===== src/rtl/mmio_slot_fabric.sv =====
// MMIO slot fabric: decodes FPro-bus accesses onto N_SLOTS I/O cores, waits
// for a per-slot ready with a bounded timeout, registers read data and
// reports bus errors (illegal rd+wr, slot timeout) with a sticky flag.
module mmio_slot_fabric #(
  parameter int               N_SLOTS     = 8,
  parameter int               SLOT_AW     = 6,
  parameter int               REG_AW      = 5,
  parameter int               DW          = 32,
  parameter int               TIMEOUT     = 16,
  parameter logic [DW-1:0]    UNUSED_DATA = {DW{1'b1}}
) (
  input  logic                  clk,
  input  logic                  reset,
  input  logic                  mmio_cs,
  input  logic                  mmio_wr,
  input  logic                  mmio_rd,
  input  logic [20:0]           mmio_addr,
  input  logic [DW-1:0]         mmio_wr_data,
  output logic [DW-1:0]         mmio_rd_data,
  output logic                  mmio_ready,
  output logic [N_SLOTS-1:0]    slot_cs,
  output logic [N_SLOTS-1:0]    slot_rd,
  output logic [N_SLOTS-1:0]    slot_wr,
  output logic [REG_AW-1:0]     slot_reg_addr,
  output logic [DW-1:0]         slot_wr_data,
  input  logic [N_SLOTS*DW-1:0] slot_rd_data,
  input  logic [N_SLOTS-1:0]    slot_ready,
  output logic                  bus_err,
  output logic                  err_sticky,
  output logic [SLOT_AW-1:0]    err_slot,
  input  logic                  err_clr
);

  // Counter must be able to hold TIMEOUT itself.
  localparam int CW = $clog2(TIMEOUT + 1);
  // WAIT cycle on which the counter would reach TIMEOUT.
  localparam logic [CW-1:0] TO_LAST = CW'(TIMEOUT - 1);
  // Slot count widened by one bit so N_SLOTS == 2**SLOT_AW still fits.
  localparam logic [SLOT_AW:0] N_SLOTS_W = (SLOT_AW + 1)'(N_SLOTS);

  typedef enum logic [1:0] {IDLE, ACCESS, WAIT, DONE} state_t;

  state_t              state_q, state_d;
  logic [SLOT_AW-1:0]  idx_q, idx_d;
  logic [REG_AW-1:0]   reg_q, reg_d;
  logic [DW-1:0]       wdata_q, wdata_d;
  logic                rd_q, rd_d;
  logic                err_q, err_d;
  logic [CW-1:0]       cnt_q, cnt_d;
  logic [DW-1:0]       rdata_q, rdata_d;
  logic                sticky_q, sticky_d;
  logic [SLOT_AW-1:0]  eslot_q, eslot_d;

  logic                req;
  logic [SLOT_AW-1:0]  req_idx;
  logic                req_mapped;
  logic [DW-1:0]       sel_data;
  logic                sel_rdy;

  assign req        = mmio_cs & (mmio_rd | mmio_wr);
  assign req_idx    = mmio_addr[REG_AW+SLOT_AW-1:REG_AW];
  assign req_mapped = ({1'b0, req_idx} < N_SLOTS_W);

  // Upper word-address bits are beyond the decoded slot/register fields.
  generate
    if (REG_AW + SLOT_AW < 21) begin : g_unused_addr
      logic unused_addr;
      assign unused_addr = ^mmio_addr[20:REG_AW+SLOT_AW];
    end
  endgenerate

  // Route the active slot's read data and ready; other slots are never looked at.
  always_comb begin
    sel_data = '0;
    sel_rdy  = 1'b0;
    for (int k = 0; k < N_SLOTS; k++) begin
      if (idx_q == SLOT_AW'(k)) begin
        sel_data = slot_rd_data[k*DW +: DW];
        sel_rdy  = slot_ready[k];
      end
    end
  end

  // One-hot slot strobes, combinational from state so reset drops them at once.
  always_comb begin
    slot_cs = '0;
    if (state_q == ACCESS) begin
      for (int k = 0; k < N_SLOTS; k++) begin
        slot_cs[k] = (idx_q == SLOT_AW'(k));
      end
    end
  end

  assign slot_rd = rd_q ? slot_cs : '0;
  assign slot_wr = rd_q ? '0 : slot_cs;

  // Next-state, capture and error bookkeeping.
  always_comb begin
    state_d  = state_q;
    idx_d    = idx_q;
    reg_d    = reg_q;
    wdata_d  = wdata_q;
    rd_d     = rd_q;
    err_d    = err_q;
    cnt_d    = cnt_q;
    rdata_d  = rdata_q;
    // A clear request is overridden below if an error lands on the same edge.
    sticky_d = sticky_q & ~err_clr;
    eslot_d  = eslot_q;
    case (state_q)
      IDLE: begin
        if (req) begin
          idx_d   = req_idx;
          reg_d   = mmio_addr[REG_AW-1:0];
          wdata_d = mmio_wr_data;
          rd_d    = mmio_rd;
          err_d   = 1'b0;
          if (mmio_rd && mmio_wr) begin
            // Illegal op: never touches a slot, completes with an error.
            state_d  = DONE;
            err_d    = 1'b1;
            rdata_d  = UNUSED_DATA;
            sticky_d = 1'b1;
            eslot_d  = req_idx;
          end else if (!req_mapped) begin
            // Unmapped slot: quiet completion with filler data.
            state_d = DONE;
            rdata_d = UNUSED_DATA;
          end else begin
            state_d = ACCESS;
          end
        end
      end
      ACCESS: begin
        cnt_d = '0;
        if (sel_rdy) begin
          state_d = DONE;
          if (rd_q) rdata_d = sel_data;
        end else begin
          state_d = WAIT;
        end
      end
      WAIT: begin
        cnt_d = cnt_q + 1'b1;
        // Ready is checked first so it wins over a coincident timeout.
        if (sel_rdy) begin
          state_d = DONE;
          if (rd_q) rdata_d = sel_data;
        end else if (cnt_q == TO_LAST) begin
          state_d  = DONE;
          err_d    = 1'b1;
          rdata_d  = UNUSED_DATA;
          sticky_d = 1'b1;
          eslot_d  = idx_q;
        end
      end
      DONE: begin
        state_d = IDLE;
        err_d   = 1'b0;
      end
      default: state_d = IDLE;
    endcase
  end

  // State and datapath registers; everything observable clears on reset.
  always_ff @(posedge clk or negedge reset) begin
    if (!reset) begin
      state_q  <= IDLE;
      idx_q    <= '0;
      reg_q    <= '0;
      wdata_q  <= '0;
      rd_q     <= 1'b0;
      err_q    <= 1'b0;
      cnt_q    <= '0;
      rdata_q  <= '0;
      sticky_q <= 1'b0;
      eslot_q  <= '0;
    end else begin
      state_q  <= state_d;
      idx_q    <= idx_d;
      reg_q    <= reg_d;
      wdata_q  <= wdata_d;
      rd_q     <= rd_d;
      err_q    <= err_d;
      cnt_q    <= cnt_d;
      rdata_q  <= rdata_d;
      sticky_q <= sticky_d;
      eslot_q  <= eslot_d;
    end
  end

  assign mmio_ready    = (state_q == DONE);
  assign bus_err       = (state_q == DONE) & err_q;
  assign mmio_rd_data  = rdata_q;
  assign slot_reg_addr = reg_q;
  assign slot_wr_data  = wdata_q;
  assign err_sticky    = sticky_q;
  assign err_slot      = eslot_q;

endmodule


===== config.mk =====
export PLATFORM = sky130hd
export DESIGN_NAME = mmio_slot_fabric
export DESIGN_NICKNAME = d
export VERILOG_FILES = /design/src/rtl/mmio_slot_fabric.sv
export SDC_FILE = /design/constraint.sdc
export NUM_CORES = 1
export LEC_CHECK = 0
export CAP_MARGIN = 30
export CORE_AREA = 4 4 161 163
export CTS_BUF_LIST = sky130_fd_sc_hd__clkbuf_4
export CTS_CLUSTER_DIAMETER = 120
export DETAILED_ROUTE_END_ITERATION = 12
export DIE_AREA = 0 0 165 167
export GPL_ROUTABILITY_DRIVEN = 0
export SLEW_MARGIN = 20
export SYNTH_ARGS = -nofsm -noshare
export SYNTH_HDL_FRONTEND = slang
export SYNTH_SLANG_ARGS = --single-unit

===== constraint.sdc =====
create_clock -name clk -period 3.4 [get_ports clk]
set_clock_uncertainty 0.1 [all_clocks]
set_input_delay 0.68 -clock clk [delete_from_list [all_inputs] [get_ports clk]]
set_output_delay 0.68 -clock clk [all_outputs]
set_load 0.02 [all_outputs]

==> results <==
-- critical path: stages, from the launching register on --
cell and delay (ns):
dfrtp_2 0.49, or4_4 0.64, nor2_4 0.18, and2_1 0.20, nor2b_1 0.15, clkdlybuf4s15_1 0.32
-- through the flow --
step / power [mW] / cell area, um2 / hold slack, ns / setup WS [ns] / cells
CTS: 9.52 / 11600 / 0.0319 / 0.000346 / 1498
detailed placement: 8.83 / 11500 / 0.393 / 0.140 / 1482
global placement: 8.75 / 11500 / 0.386 / 0.167 / 1482
finish: 9.40 / 11700 / 0.0544 / 0.174 / 1500
floorplan: 6.21 / 7020 / 0.284 / 0.122 / 801
global route: 10.2 / 11700 / 0.0379 / 0.0115 / 1500
-- worst min path at each step --
stage	end	start	slack, ns
3_3_place_gp	slot_wr_data[10]	slot_wr_data[10]	0.39
6_report	slot_wr_data[14]	reset	0.05
3_5_place_dp	slot_wr_data[12]	slot_wr_data[12]	0.39
5_1_grt	slot_wr_data[14]	reset	0.04
2_1_floorplan	cnt_q[0]	reset	0.28
4_1_cts	mmio_rd_data[11]	reset	0.03
-- report_power, final --
part / internal [mW] / leakage, nW / switching (mW)
sequential: 1.67 / 1.09 / 0.498
combinational: 3.01 / 3.66 / 3.61
clock: 0.162 / 0.0653 / 0.455
total: 4.84 / 4.81 / 4.56
-- layout by cell type (no fill, tap or decap), drive strengths merged, types with 3 or more instances in the layout --
cell type / n
nor2: 47
o211ai: 10
and3: 10
a21oi: 110
a2111oi: 6
nor4b: 3
buf: 26
a311oi: 26
dlymetal6s2s: 10
dfrtp: 91
mux2i: 81
nor3: 12
inv: 46
mux2: 58
ha: 6
nand2b: 8
nor2b: 6
o21ai: 81
o221ai: 34
and2: 11
dlygate4sd2: 10
a22o: 8
nand2: 13
mux4: 7
nand3: 34
clkbuf: 9
clkdlybuf4s50: 392
-- sequential cells by signal, summed over array words and instances, names as in the netlist --
| register | flops |
|---|---|
| mmio_rd_data | 32 |
| slot_wr_data | 32 |
| err_slot | 6 |
| idx_q | 6 |
| cnt_q | 5 |
| slot_reg_addr | 5 |
| state_q | 2 |
| err_q | 1 |
| err_sticky | 1 |
| rd_q | 1 |
-- repair_timing --
action                     in CTS  in global routing
gates resized for setup        18                 13
hold buffers                    0                  0
setup endpoints to repair      21                 12
-- layout make-up --
type                            instances  area (um2)
Antenna cell                            2        5.00
Inverter                               42         158
Clock buffer                            9        67.6
Clock inverter                          7        57.6
Fill cell                            2356       12600
Multi-Input combinational cell        586        4310
Tap cell                              324         405
Timing Repair Buffer                  439        4390
Sequential cell                        91        2290
-- per-layer routing --
| metal | up-vias | track usage [%] | routed length, um |
|---|---|---|---|
| met1 | 3702 | 26.1 | 12400 |
| li1 | 3733 | - | - |
| met2 | 320 | 35.5 | 14700 |
| met4 | 2 | 4.92 | 493 |
| met3 | 26 | 8.21 | 3270 |
| met5 | - | 0 | 13 |
-- cells by family (layout without fill, tap and decap cells) --
family,Yosys count,count (layout),synth area share [%]
other,0,2,0
muxes,146,146,23.1
buffers and inverters,124,497,7.07
DFF,91,91,32.4
and+or+nand+nor,150,150,10.8
AOI/OAI and AO/OA,284,284,25.5
adders and majority gates,6,6,1.07
==> flow_metrics.py <==
metrics = {
    "clocking": {
        "clk_latency_ns": 0.47,
        "cts-buffers-inserted": 9,
        "cts_buffer_depth": 2,
        "clock_sinks": 91,
        "cts_root_buf": "clkbuf_4",
        "cts_tree": "done",
        "ctsHtreeMaxLevel": 3,
        "path_clk_slew_ns": 0.17,
        "post_cts_buffers": 0,
    },
    "sta": {
        "fmax_mhz": 310,
        "worst_slew_pin_slew_ns": 0.808,
        "rsz0062_at_grt": "no",
        "setup_viol": 0,
        "finalSetupTns_ns": 0,
        "finalHoldViolations": 0,
        "timing.final.crit_share_pct": 94.9,
        "slew_violations": 0,
        "relSlewSlack_pct": 45.6,
        "fin_crit_ns": 3.23,
    },
    "synthesis": {
        "synthesis.area_um2": 7020,
        "yosysSeqAreaShare_pct": 32.4,
        "synth_most_common_cell": "a21oi_1",
        "synthTopCellsByArea": "dfrtp_1 (32%), mux2i_1 (12%), mux2_2 (9.3%)",
        "syn_nets": 1130,
        "synth_top_area_share_pct": 32.4,
        "synth-edff-count": 0,
        "synthCells": 801,
        "synthArstFlopShare_pct": 100,
        "ys_warn_count": 0,
        "ys.flop_type": "dfrtp_1",
        "synth.largest_area_cell": "dfrtp_1",
        "ys_types": 43,
        "synth_area_per_cell_um2": 8.77,
        "yosys-top-cells-count": "a21oi_1 (109), dfrtp_1 (91), mux2i_1 (81), o21ai_0 (81), mux2_2 (58)",
        "synth-seq-cells": 91,
    },
    "critical_path": {
        "startpoint_type": "flip-flop",
        "cp-startpoint": "idx_q[5]",
        "worst_setup_path_end_kind": "output port",
        "r2r_slack_ns": 0.40,
        "rr_startpoint": "idx_q[1]",
        "cp.arrival_ns": 2.45,
        "r2r_end": "err_slot[5]",
        "worst_r2r_path_depth": 7,
        "crit_end": "slot_wr[3]",
        "critPathKind": "flip-flop to output port",
        "worst_ep_required_time_ns": 2.62,
        "worstPathMaxFanout": 7,
    },
    "die": {
        "die_h_um": 167,
        "start_util_pct": 28.9,
        "die_area_um2": 27600,
        "io_pins": 425,
        "placementRows": 57,
        "die_x_um": 165,
        "coreArea_um2": 24300,
    },
    "global_route": {
        "grt_first_pass_wirelength_mm": 46.0,
        "grt_use_total_pct": 21.4,
        "antenna_found_initial": 3,
        "grt-ovfl-total": 0,
        "grt_max_degree": 70,
        "grt_pass1_vias": 8009,
    },
    "run_status": {
        "status": "finished, final reports clean",
    },
    "route": {
        "wl_mm": 31.0,
        "dr.first_iter.drc_count": 423,
        "routed_via_density": 5.19,
        "wire_per_inst_um": 20.6,
        "dr.pass1.iters": 7,
        "route.detailed.drc": 0,
        "vias": 7783,
        "ant_nets": 0,
    },
    "place": {
        "io_buffers": 414,
        "hpwl_mm": 23.3,
    },
    "power": {
        "p_leak_nw": 4.81,
        "ir_drop_uv": 411,
        "pwr_density_cell_nw_per_um2": 805,
    },
    "layout": {
        "utilization_pct": 48.0,
        "area_growth_pct": 66.4,
        "nets": 1498,
        "drive_above_1_share_pct": 11.1,
    },
    "flow_run": {
        "drv_cap": 0,
    },
    "hold_path": {
        "hp-class": "input pin to async pin",
    },
}
No activity file was read; power rests on OpenSTA's default activity.
==> RTL edit, RTL diff (same settings) <==
The parameter `REG_AW` goes from 5 to 3.
--- a/src/rtl/mmio_slot_fabric.sv
+++ b/src/rtl/mmio_slot_fabric.sv
@@ -5,5 +5,5 @@
   parameter int               N_SLOTS     = 8,
   parameter int               SLOT_AW     = 6,
-  parameter int               REG_AW      = 5,
+  parameter int               REG_AW      = 3,
   parameter int               DW          = 32,
   parameter int               TIMEOUT     = 16,
Ports: changed (resized slot_reg_addr); port bits go from 425 to 423. No check against the original RTL was run, so the function may have changed too.
==> RTL edit against the original RTL <==
Setup slack improved by 0.0079 ns. Count of clock-buffer cells in the layout unchanged. Final cell count increased by 0.67%. Sequential share of layout area decreased by 0.38 points. Area after synthesis about the same. Wire length increased by 4.0%. Total power decreased by 0.20%. Sequential cell count decreased by 2. Design area decreased by 0.26%. Critical endpoint is now slot_cs[1]. Largest cell class unchanged. Largest power group unchanged.
==> RTL edit: results (changes against the original RTL) <==
final non-filler cell total 1510 (was 1500); cell count after synthesis 813 (was 801); overall global routing resource usage 22.3% (was 21.4%); Leak 4.72 nW (was 4.81 nW); Pre-Repair DR Iteration Count 5 (was 7); CP arrival 2.44 ns; instance area after placement 11500 sq um (about the same); first-pass GRT wire length 47.4 mm (was 46.0 mm); Port Buffers 410 (was 414); # fillers 2345 (was 2356); Signal buf overhead 37.6% (about the same); Unique masters post-synth 48 (was 43); HPWL after DPL 24.4 mm (was 23.3 mm); FF+latch area 2240 sq um (was 2290 sq um); worst-margin pin slew 0.765 ns (was 0.808 ns); maximum root-to-sink buffer count 2 (unchanged); routed length on met1 12.6 mm (was 12.4 mm); initial antenna violation count 5 (was 3); n_taps 324 (unchanged); initial drt markers 454 (was 423); Clk Latency, worst-skew pair 0.47 ns (about the same); Non-CTS inverters 41 (was 42); sequential fraction of the synthesis area 31.7% (was 32.4%); outcome complete, no violations (unchanged); top sig layer met5 (unchanged); switching part of the total power 48.8% (was 48.5%); top cells by count, synth 119 x a21oi_1, 91 x o21ai_0, 89 x dfrtp_1, 85 x mux2i_1, 55 x mux2_2 (was 109 x a21oi_1, 91 x dfrtp_1, 81 x mux2i_1, 81 x o21ai_0, 58 x mux2_2); crit-path max FO 9 (was 7); area grow syn2layout 65.8% (was 66.4%); via/cell ratio 5.15 (was 5.19); layout cell share with drive strength beyond 1 11.4% (was 11.1%); CLK BUF 9 (unchanged); max incr delay on CP 0.65 ns; CTS root buf clkbuf_4 (unchanged); worst IR drop on VDD 0.000502 V (was 0.000411 V); Worst Hold Class in2async (unchanged); htree depth 3 (unchanged); vias in the first global route 8009 (unchanged); final wirelength 32.2 mm (was 31.0 mm); CTS resizes 20 (was 18); clock sinks 89 (was 91); largest net degree at the start of global routing 87 (was 70); synth top area cells dfrtp_1 32%, mux2i_1 12%, mux2_2 8.8% (was dfrtp_1 32%, mux2i_1 12%, mux2_2 9.3%); met3 wire len 3.09 mm (was 3.27 mm); multi-input gates 598 (was 586); Detail Route Antenna Nets 0 (unchanged); nonclk buf count 440 (was 439); WL met2 16.0 mm (was 14.7 mm); Clock Network Area Fraction 1.16% (was 1.07%); Post-CTS Setup Bufs 0 (unchanged); syn_nets 1142 (was 1130); Ant. Diodes 2 (unchanged); area of the multi-input gates 4330 sq um (was 4310 sq um)
-- RTL edit: path summary, 6_finish.rpt --
| path | from | endpoint | slack [ns] | cells after the start |
|---|---|---|---|---|
| max | idx_q[5] | slot_cs[1] | 0.18 | 3 |
| max reg2reg | idx_q[5] | mmio_rd_data[6] | 0.48 | 8 |
| max in group asynchronous | reset | mmio_rd_data[14] | 2.25 | 2 |
| min reg2reg | slot_wr_data[27] | slot_wr_data[27] | 0.43 | 1 |
| min | reset | mmio_rd_data[11] | 0.09 | 1 |
| min in group clk | slot_wr_data[27] | slot_wr_data[27] | 0.43 | 1 |
-- RTL edit: power by group through the flow --
stage	clock (mW)	combinational, mW	sequential, mW
6_report	0.629	6.69	2.06
5_1_grt	0.715	7.30	2.14
4_1_cts	0.675	6.78	2.06
3_5_place_dp	0	6.74	2.07
3_3_place_gp	0	6.62	2.04
2_1_floorplan	0	3.78	2.44
-- RTL edit: cells by family (layout without fill, tap and decap cells) --
family | count (synthesis) | in the layout | synth area share (%)
and+or+nand+nor | 149 | 149 | 10.8
muxes | 146 | 146 | 22.8
adders and majority gates | 6 | 6 | 1.07
AOI/OAI and AO/OA | 297 | 297 | 26.1
other | 0 | 2 | 0
buffers and inverters | 126 | 497 | 7.48
DFF | 89 | 89 | 31.7
-- RTL edit: stage by stage --
stage	power, mW	worst slack [ns]
6_report	9.38	0.182
5_1_grt	10.2	0.0266
4_1_cts	9.52	0.00812
3_5_place_dp	8.81	0.197
3_3_place_gp	8.67	0.248
2_1_floorplan	6.22	0.184
-- RTL edit: layer usage --
layer  track usage [%]  vias up
li1                  -     3757
met1              26.1     3659
met2              39.3      328
met3              7.91       24
met4              4.34        6
met5                 0        -
